**src/rtl/core_pkg.sv**
```systemverilog
// Shared core definitions: architectural widths, canonical NOP and the fetch FSM encoding.
package core_pkg;
  localparam int XLEN = 64;
  localparam int ILEN = 32;
  localparam logic [ILEN-1:0] NOP_INSTR = 32'h00000013;

  typedef enum logic [1:0] {
    IDLE  = 2'd0,
    REQ   = 2'd1,
    WAIT  = 2'd2,
    DRAIN = 2'd3
  } fetch_state_t;
endpackage

```
**src/rtl/if_id_reg.sv**
```systemverilog
// IF/ID pipeline register plus a one-entry pend buffer that absorbs a response
// arriving while ID is stalled on a valid instruction.
module if_id_reg
  import core_pkg::*;
(
  input  logic            clk,
  input  logic            reset_n,
  input  logic            capture,
  input  logic            advance,
  input  logic            flush,
  input  logic            stall,
  input  logic [XLEN-1:0] cap_pc,
  input  logic [ILEN-1:0] cap_instr,
  output logic            pend_valid_nxt,
  output logic            if_id_valid,
  output logic [XLEN-1:0] if_id_pc,
  output logic [ILEN-1:0] if_id_instruc
);
  logic            pend_valid;
  logic [XLEN-1:0] pend_pc;
  logic [ILEN-1:0] pend_instr;
  logic            cap_to_ifid;

  // A response can only land in IF/ID if that slot is free or being consumed.
  assign cap_to_ifid = capture && (!if_id_valid || !stall);

  always_comb begin
    pend_valid_nxt = pend_valid;
    if (flush)
      pend_valid_nxt = 1'b0;
    else if (capture) begin
      if (!cap_to_ifid) pend_valid_nxt = 1'b1;
    end else if (advance)
      pend_valid_nxt = 1'b0;
  end

  always_ff @(posedge clk or negedge reset_n) begin
    if (!reset_n) begin
      if_id_valid   <= 1'b0;
      if_id_pc      <= '0;
      if_id_instruc <= NOP_INSTR;
      pend_valid    <= 1'b0;
      pend_pc       <= '0;
      pend_instr    <= NOP_INSTR;
    end else begin
      pend_valid <= pend_valid_nxt;
      if (flush) begin
        if_id_valid   <= 1'b0;
        if_id_instruc <= NOP_INSTR;
      end else if (cap_to_ifid) begin
        if_id_valid   <= 1'b1;
        if_id_pc      <= cap_pc;
        if_id_instruc <= cap_instr;
      end else if (capture) begin
        pend_pc    <= cap_pc;
        pend_instr <= cap_instr;
      end else if (advance) begin
        if (pend_valid) begin
          if_id_valid   <= 1'b1;
          if_id_pc      <= pend_pc;
          if_id_instruc <= pend_instr;
        end else begin
          if_id_valid   <= 1'b0;
          if_id_instruc <= NOP_INSTR;
        end
      end
    end
  end
endmodule

```
**src/rtl/fetch_stage.sv**
```systemverilog
// RV64 instruction fetch: PC, request/grant/response FSM with one outstanding
// request, redirect/drain handling, feeding the IF/ID register.
module fetch_stage
  import core_pkg::*;
#(
  parameter logic [63:0] RESET_PC = 64'h0
) (
  input  logic            clk,
  input  logic            reset_n,
  output logic            imem_req,
  output logic [XLEN-1:0] imem_addr,
  input  logic            imem_gnt,
  input  logic            imem_rvalid,
  input  logic [ILEN-1:0] imem_rdata,
  input  logic            stall,
  input  logic            redirect,
  input  logic [XLEN-1:0] redirect_pc,
  output logic            if_id_valid,
  output logic [XLEN-1:0] if_id_pc,
  output logic [ILEN-1:0] if_id_instruc
);
  fetch_state_t    state, state_nxt;
  logic [XLEN-1:0] pc, pc_nxt;
  logic            granted;
  logic            capture;
  logic            pend_valid_nxt;

  assign granted   = imem_req && imem_gnt;
  assign capture   = (state == WAIT) && imem_rvalid && !redirect;
  assign imem_addr = pc;

  always_comb begin
    state_nxt = state;
    pc_nxt    = pc;
    case (state)
      IDLE:  state_nxt = REQ;
      REQ:   if (granted) state_nxt = WAIT;
      WAIT:  if (imem_rvalid) begin
               state_nxt = REQ;
               pc_nxt    = pc + 64'd4;
             end
      DRAIN: if (imem_rvalid) state_nxt = REQ;
      default: state_nxt = IDLE;
    endcase
    // A request already accepted by memory must have its response drained.
    if (redirect) begin
      pc_nxt    = redirect_pc & ~64'h3;
      state_nxt = ((state == WAIT && !imem_rvalid) || (state == REQ && granted)) ? DRAIN : REQ;
    end
  end

  always_ff @(posedge clk or negedge reset_n) begin
    if (!reset_n) begin
      state    <= IDLE;
      pc       <= RESET_PC;
      imem_req <= 1'b0;
    end else begin
      state    <= state_nxt;
      pc       <= pc_nxt;
      imem_req <= (state_nxt == REQ) && !pend_valid_nxt;
    end
  end

  if_id_reg u_if_id (
    .clk            (clk),
    .reset_n        (reset_n),
    .capture        (capture),
    .advance        (!stall),
    .flush          (redirect),
    .stall          (stall),
    .cap_pc         (pc),
    .cap_instr      (imem_rdata),
    .pend_valid_nxt (pend_valid_nxt),
    .if_id_valid    (if_id_valid),
    .if_id_pc       (if_id_pc),
    .if_id_instruc  (if_id_instruc)
  );
endmodule

```
**config.mk**
```make
export PLATFORM = sky130hd
export DESIGN_NAME = fetch_stage
export DESIGN_NICKNAME = d
export VERILOG_FILES = /design/src/rtl/core_pkg.sv /design/src/rtl/if_id_reg.sv /design/src/rtl/fetch_stage.sv
export SDC_FILE = /design/constraint.sdc
export NUM_CORES = 1
export LEC_CHECK = 0
export BUFFER_PORTS_ARGS = -buffer_cell sky130_fd_sc_hd__buf_2
export CORE_UTILIZATION = 50
export DETAILED_ROUTE_END_ITERATION = 16
export GPL_ROUTABILITY_DRIVEN = 0
export HOLD_SLACK_MARGIN = 0.12
export PLACE_DENSITY = 0.74
export SYNTH_ARGS = -nofsm -noshare
export SYNTH_HDL_FRONTEND = slang
export SYNTH_HIERARCHICAL = 1
export SYNTH_SLANG_ARGS = --single-unit
```
**constraint.sdc**
```tcl
create_clock -name clk -period 3.42 [get_ports clk]
set_input_delay 0.171 -clock clk [delete_from_list [all_inputs] [get_ports clk]]
set_output_delay 0.171 -clock clk [all_outputs]
set_load 0.05 [all_outputs]
```
==> results.py <==
metrics = {
    "status": {
        "status": "complete, no violations",
    },
    "yosys": {
        "synth-seq-area-share_pct": 53.3,
        "synthMuxAreaShare_pct": 23.6,
        "synth_compound_area_share_pct": 6.65,
        "synth_fa_ha_area_share_pct": 0.103,
        "ys_types": 44,
        "synth_top_family_by_area": "multiplexers",
        "yosysWarnings": 6,
        "synth_enable_flop_cells": 0,
        "synth_cells": 1001,
        "synth_top_flop_cell": "dfrtp_1",
        "syn_area_um2": 12200,
        "synth-simple-area-share_pct": 10.3,
        "synth_xor_area_share_pct": 2.81,
        "synthArstFlopShare_pct": 100,
        "avgSynthCellArea_um2": 12.2,
        "ys_ff_latch": 259,
    },
    "global_routing": {
        "grt_usage_pct": 24.9,
        "grtUsageMet3_pct": 4.60,
        "grtUsageMet2_pct": 41.4,
        "grt_busiest_layer": "met2",
        "antenna_found_initial": 1,
        "grt_use_met1_pct": 32.6,
        "grt_pass1_wl_um": 49000,
        "grt_max_degree": 104,
        "grt-ovfl-total": 0,
        "grt_pass1_vias": 9424,
    },
    "setup_path": {
        "worstPathRequired_ns": 3.83,
        "rr_worst_depth": 7,
        "cp_top_family": "simple AND/OR/NAND/NOR gates",
        "end_kind": "register",
        "startpoint_type": "register",
        "reg2reg_slack_ns": 0.33,
        "r2r-end": "imem_addr[37]$_DFFE_PN0N_",
        "r2r-start": "imem_addr[11]$_DFFE_PN0N_",
        "slowest_stage": "or4_1",
        "cp_max_fo": 19,
        "cpPeakStageDelay_ns": 0.64,
        "cp.arrival_ns": 3.50,
        "path_buf_inv": 2,
        "crit_path_cell_trace": "nand4_2, or4_1, buf_4, nor4_1, xnor2_1, o21ai_0, dlygate4sd3_1",
        "path_class": "reg -> reg",
    },
    "detailed_routing": {
        "drtPass1Iterations": 5,
        "routed_wl_um": 31200,
        "via_count": 9279,
        "drc": 0,
        "vias_per_cell": 5.46,
        "wl_per_cell_um": 18.4,
        "ant_nets": 0,
        "drtIter0Drc": 475,
    },
    "hold_path": {
        "whs_endpoint": "imem_addr[33]$_DFFE_PN0N_",
        "hp-class": "in -> reg",
        "holdPathStages": 2,
        "hp-start": "redirect",
    },
    "floorplanning": {
        "chipHeight_um": 158,
        "die_x_um": 158,
        "io_pins": 264,
        "die_area_um2": 25000,
        "rows": 56,
        "fp.coreArea_um2": 23700,
        "start_util_pct": 51.4,
    },
    "clock_tree": {
        "worstSkewPairLatency_ns": 0.53,
        "clockBufferDepth": 3,
        "cts-root-buf": "clkbuf_16",
        "cts_tree": "yes",
        "cts_buffers": 28,
        "cts_resized": 0,
        "htreeDepth": 1,
        "clkTransAtPathRegs_ns": 0.06,
        "clock_sinks": 259,
    },
    "power_and_ir_drop": {
        "leakage_nw": 7.99,
        "pwr_density_cell_nw_per_um2": 460,
        "ir_drop_v": 0.000360,
    },
    "sta": {
        "layout_setup_ws_ns": 0.329,
        "tightest_slew_ns": 0.871,
        "fin_setup_tns_ns": 0,
        "final-max-slew-violation-count": 0,
        "max_freq_mhz": 324,
        "holdWs_ns": 0.144,
        "hold_violations": 0,
        "fin_crit_ns": 3.09,
        "relSlewSlack_pct": 41.9,
        "grt_setup_unrepaired": "no",
        "clock_skew_ns": 0.0117,
        "setup_viol": 0,
        "finalCritPeriodShare_pct": 90.4,
    },
    "finish": {
        "layout-drive-gt1-share_pct": 40.4,
        "fin_cells": 1698,
        "fin_nets": 1462,
        "fillers": 1836,
        "syn_to_final_growth_pct": 30.1,
    },
    "placed_design": {
        "port_buffers": 259,
        "place_inst": 1533,
        "hpwl_um": 19200,
        "dp_worst_setup_slack_ns": 0.434,
    },
    "flow_run": {
        "maxCapViolCount": 0,
    },
}
-- worst register-to-register path, cell delays in order (launching register included) --
cell and delay, ns:
dfrtp_1 0.48, nand4_2 0.22, or4_1 0.64, buf_4 0.24, nor4_1 0.53, xnor2_1 0.18, o21ai_0 0.10, dlygate4sd3_1 0.58
-- cell usage in the layout (no fill, tap or decap), drive strengths merged, types with 5 or more instances in the layout --
| master | n |
|---|---|
| and2 | 30 |
| nand2 | 67 |
| or3 | 13 |
| dfstp | 6 |
| nor4 | 14 |
| conb | 6 |
| nand2b | 6 |
| or4 | 12 |
| mux2i | 32 |
| xnor2 | 30 |
| mux2 | 225 |
| dlygate4sd3 | 115 |
| nor2 | 37 |
| inv | 15 |
| nand3 | 18 |
| o21ai | 51 |
| dfrtp | 253 |
| nor3 | 11 |
| clkbuf | 42 |
| buf | 275 |
| o2bb2ai | 29 |
| o31ai | 10 |
| nand4b | 5 |
| and3 | 6 |
| a31oi | 22 |
| nand4 | 12 |
| xor2 | 9 |
-- registers in the layout, summed over array words and instances, names as in the netlist --
signal and count:
u_if_id/pend_pc 64, u_if_id/if_id_instruc 32, u_if_id/if_id_valid 1, u_if_id/if_id_pc 64, imem_addr 62, imem_req 1
state 2, u_if_id/pend_valid 1, u_if_id/pend_instr 32
-- power by group --
| part | switching, mW | internal, mW |
|---|---|---|
| clock | 1.19 | 1.86 |
| sequential | 0.155 | 3.16 |
| combinational | 0.599 | 0.318 |
-- what timing repair did --
action | CTS | global route
hold buffers | 115 | 0
buffers inserted | 0 | 0
hold endpoints to repair | 222 | 0
-- routing by layer --
metal / vias up / part of all wire (%)
met2: 291 / 48
met3: 78 / 5.3
met4: 0 / 3.4
met1: 4592 / 43
met5: - / 0
li1: 4318 / -
-- area by class of cell --
class	instances	area, um2	share of cell area, %
flip-flops and latches	259	6490	41.0
clock inverters	5	78.8	0.498
inverters	15	56.3	0.356
well taps	319	399	2.52
repair buffers	390	2620	16.5
multi-input cells	665	5330	33.7
diodes	3	7.51	0.0474
clock buffers	42	855	5.40
-- Yosys cell counts (all sizes together), types with 9 or more instances --
library cell,instances,area [um2]
a31oi,22,138
and2,30,188
buf,35,219
clkbuf,32,120
dfrtp,253,6330
inv,15,56.3
mux2,225,2550
mux2i,32,320
nand2,67,251
nand3,18,90.1
nand4,12,81.3
nor2,37,139
nor3,11,55.1
nor4,14,87.6
o21ai,51,255
o2bb2ai,29,254
o31ai,10,75.1
or3,13,81.3
or4,12,90.1
xnor2,30,263
xor2,9,78.8
-- metrics by stage --
stage                     total power, mW  area, um2  utilization, %
after floorplan                      3.84      12200               -
after CTS                            7.35      15800            66.8
after detailed placement             4.16      13700            58.0
final                                7.28      15800            66.8
after global placement               4.14      13700            58.0
after global routing                 7.54      15800            66.8
-- kinds of logic (layout without fill, tap and decap cells) --
| group | after synthesis | count (layout) |
|---|---|---|
| adders and majority gates | 1 | 1 |
| buffers and inverters | 82 | 452 |
| DFF | 259 | 259 |
| and+or+nand+nor | 239 | 239 |
| muxes | 257 | 257 |
| other | 1 | 9 |
| AOI/OAI and AO/OA | 123 | 123 |
| xor gates and xnor gates | 39 | 39 |
-- how the worst max path moves through the flow --
stage | from | to | cells past startpoint
final | imem_addr[11]$_DFFE_PN0N_ | imem_addr[37]$_DFFE_PN0N_ | 7
after global routing | imem_addr[11]$_DFFE_PN0N_ | imem_addr[37]$_DFFE_PN0N_ | 7
after CTS | imem_addr[11]$_DFFE_PN0N_ | imem_addr[37]$_DFFE_PN0N_ | 7
after detailed placement | imem_addr[11]$_DFFE_PN0N_ | imem_addr[63]$_DFFE_PN0N_ | 5
after global placement | imem_addr[11]$_DFFE_PN0N_ | imem_addr[63]$_DFFE_PN0N_ | 5
after floorplan | imem_addr[12]$_DFFE_PN0N_ | imem_addr[63]$_DFFE_PN0N_ | 7
No activity file was read; power rests on OpenSTA's default activity.
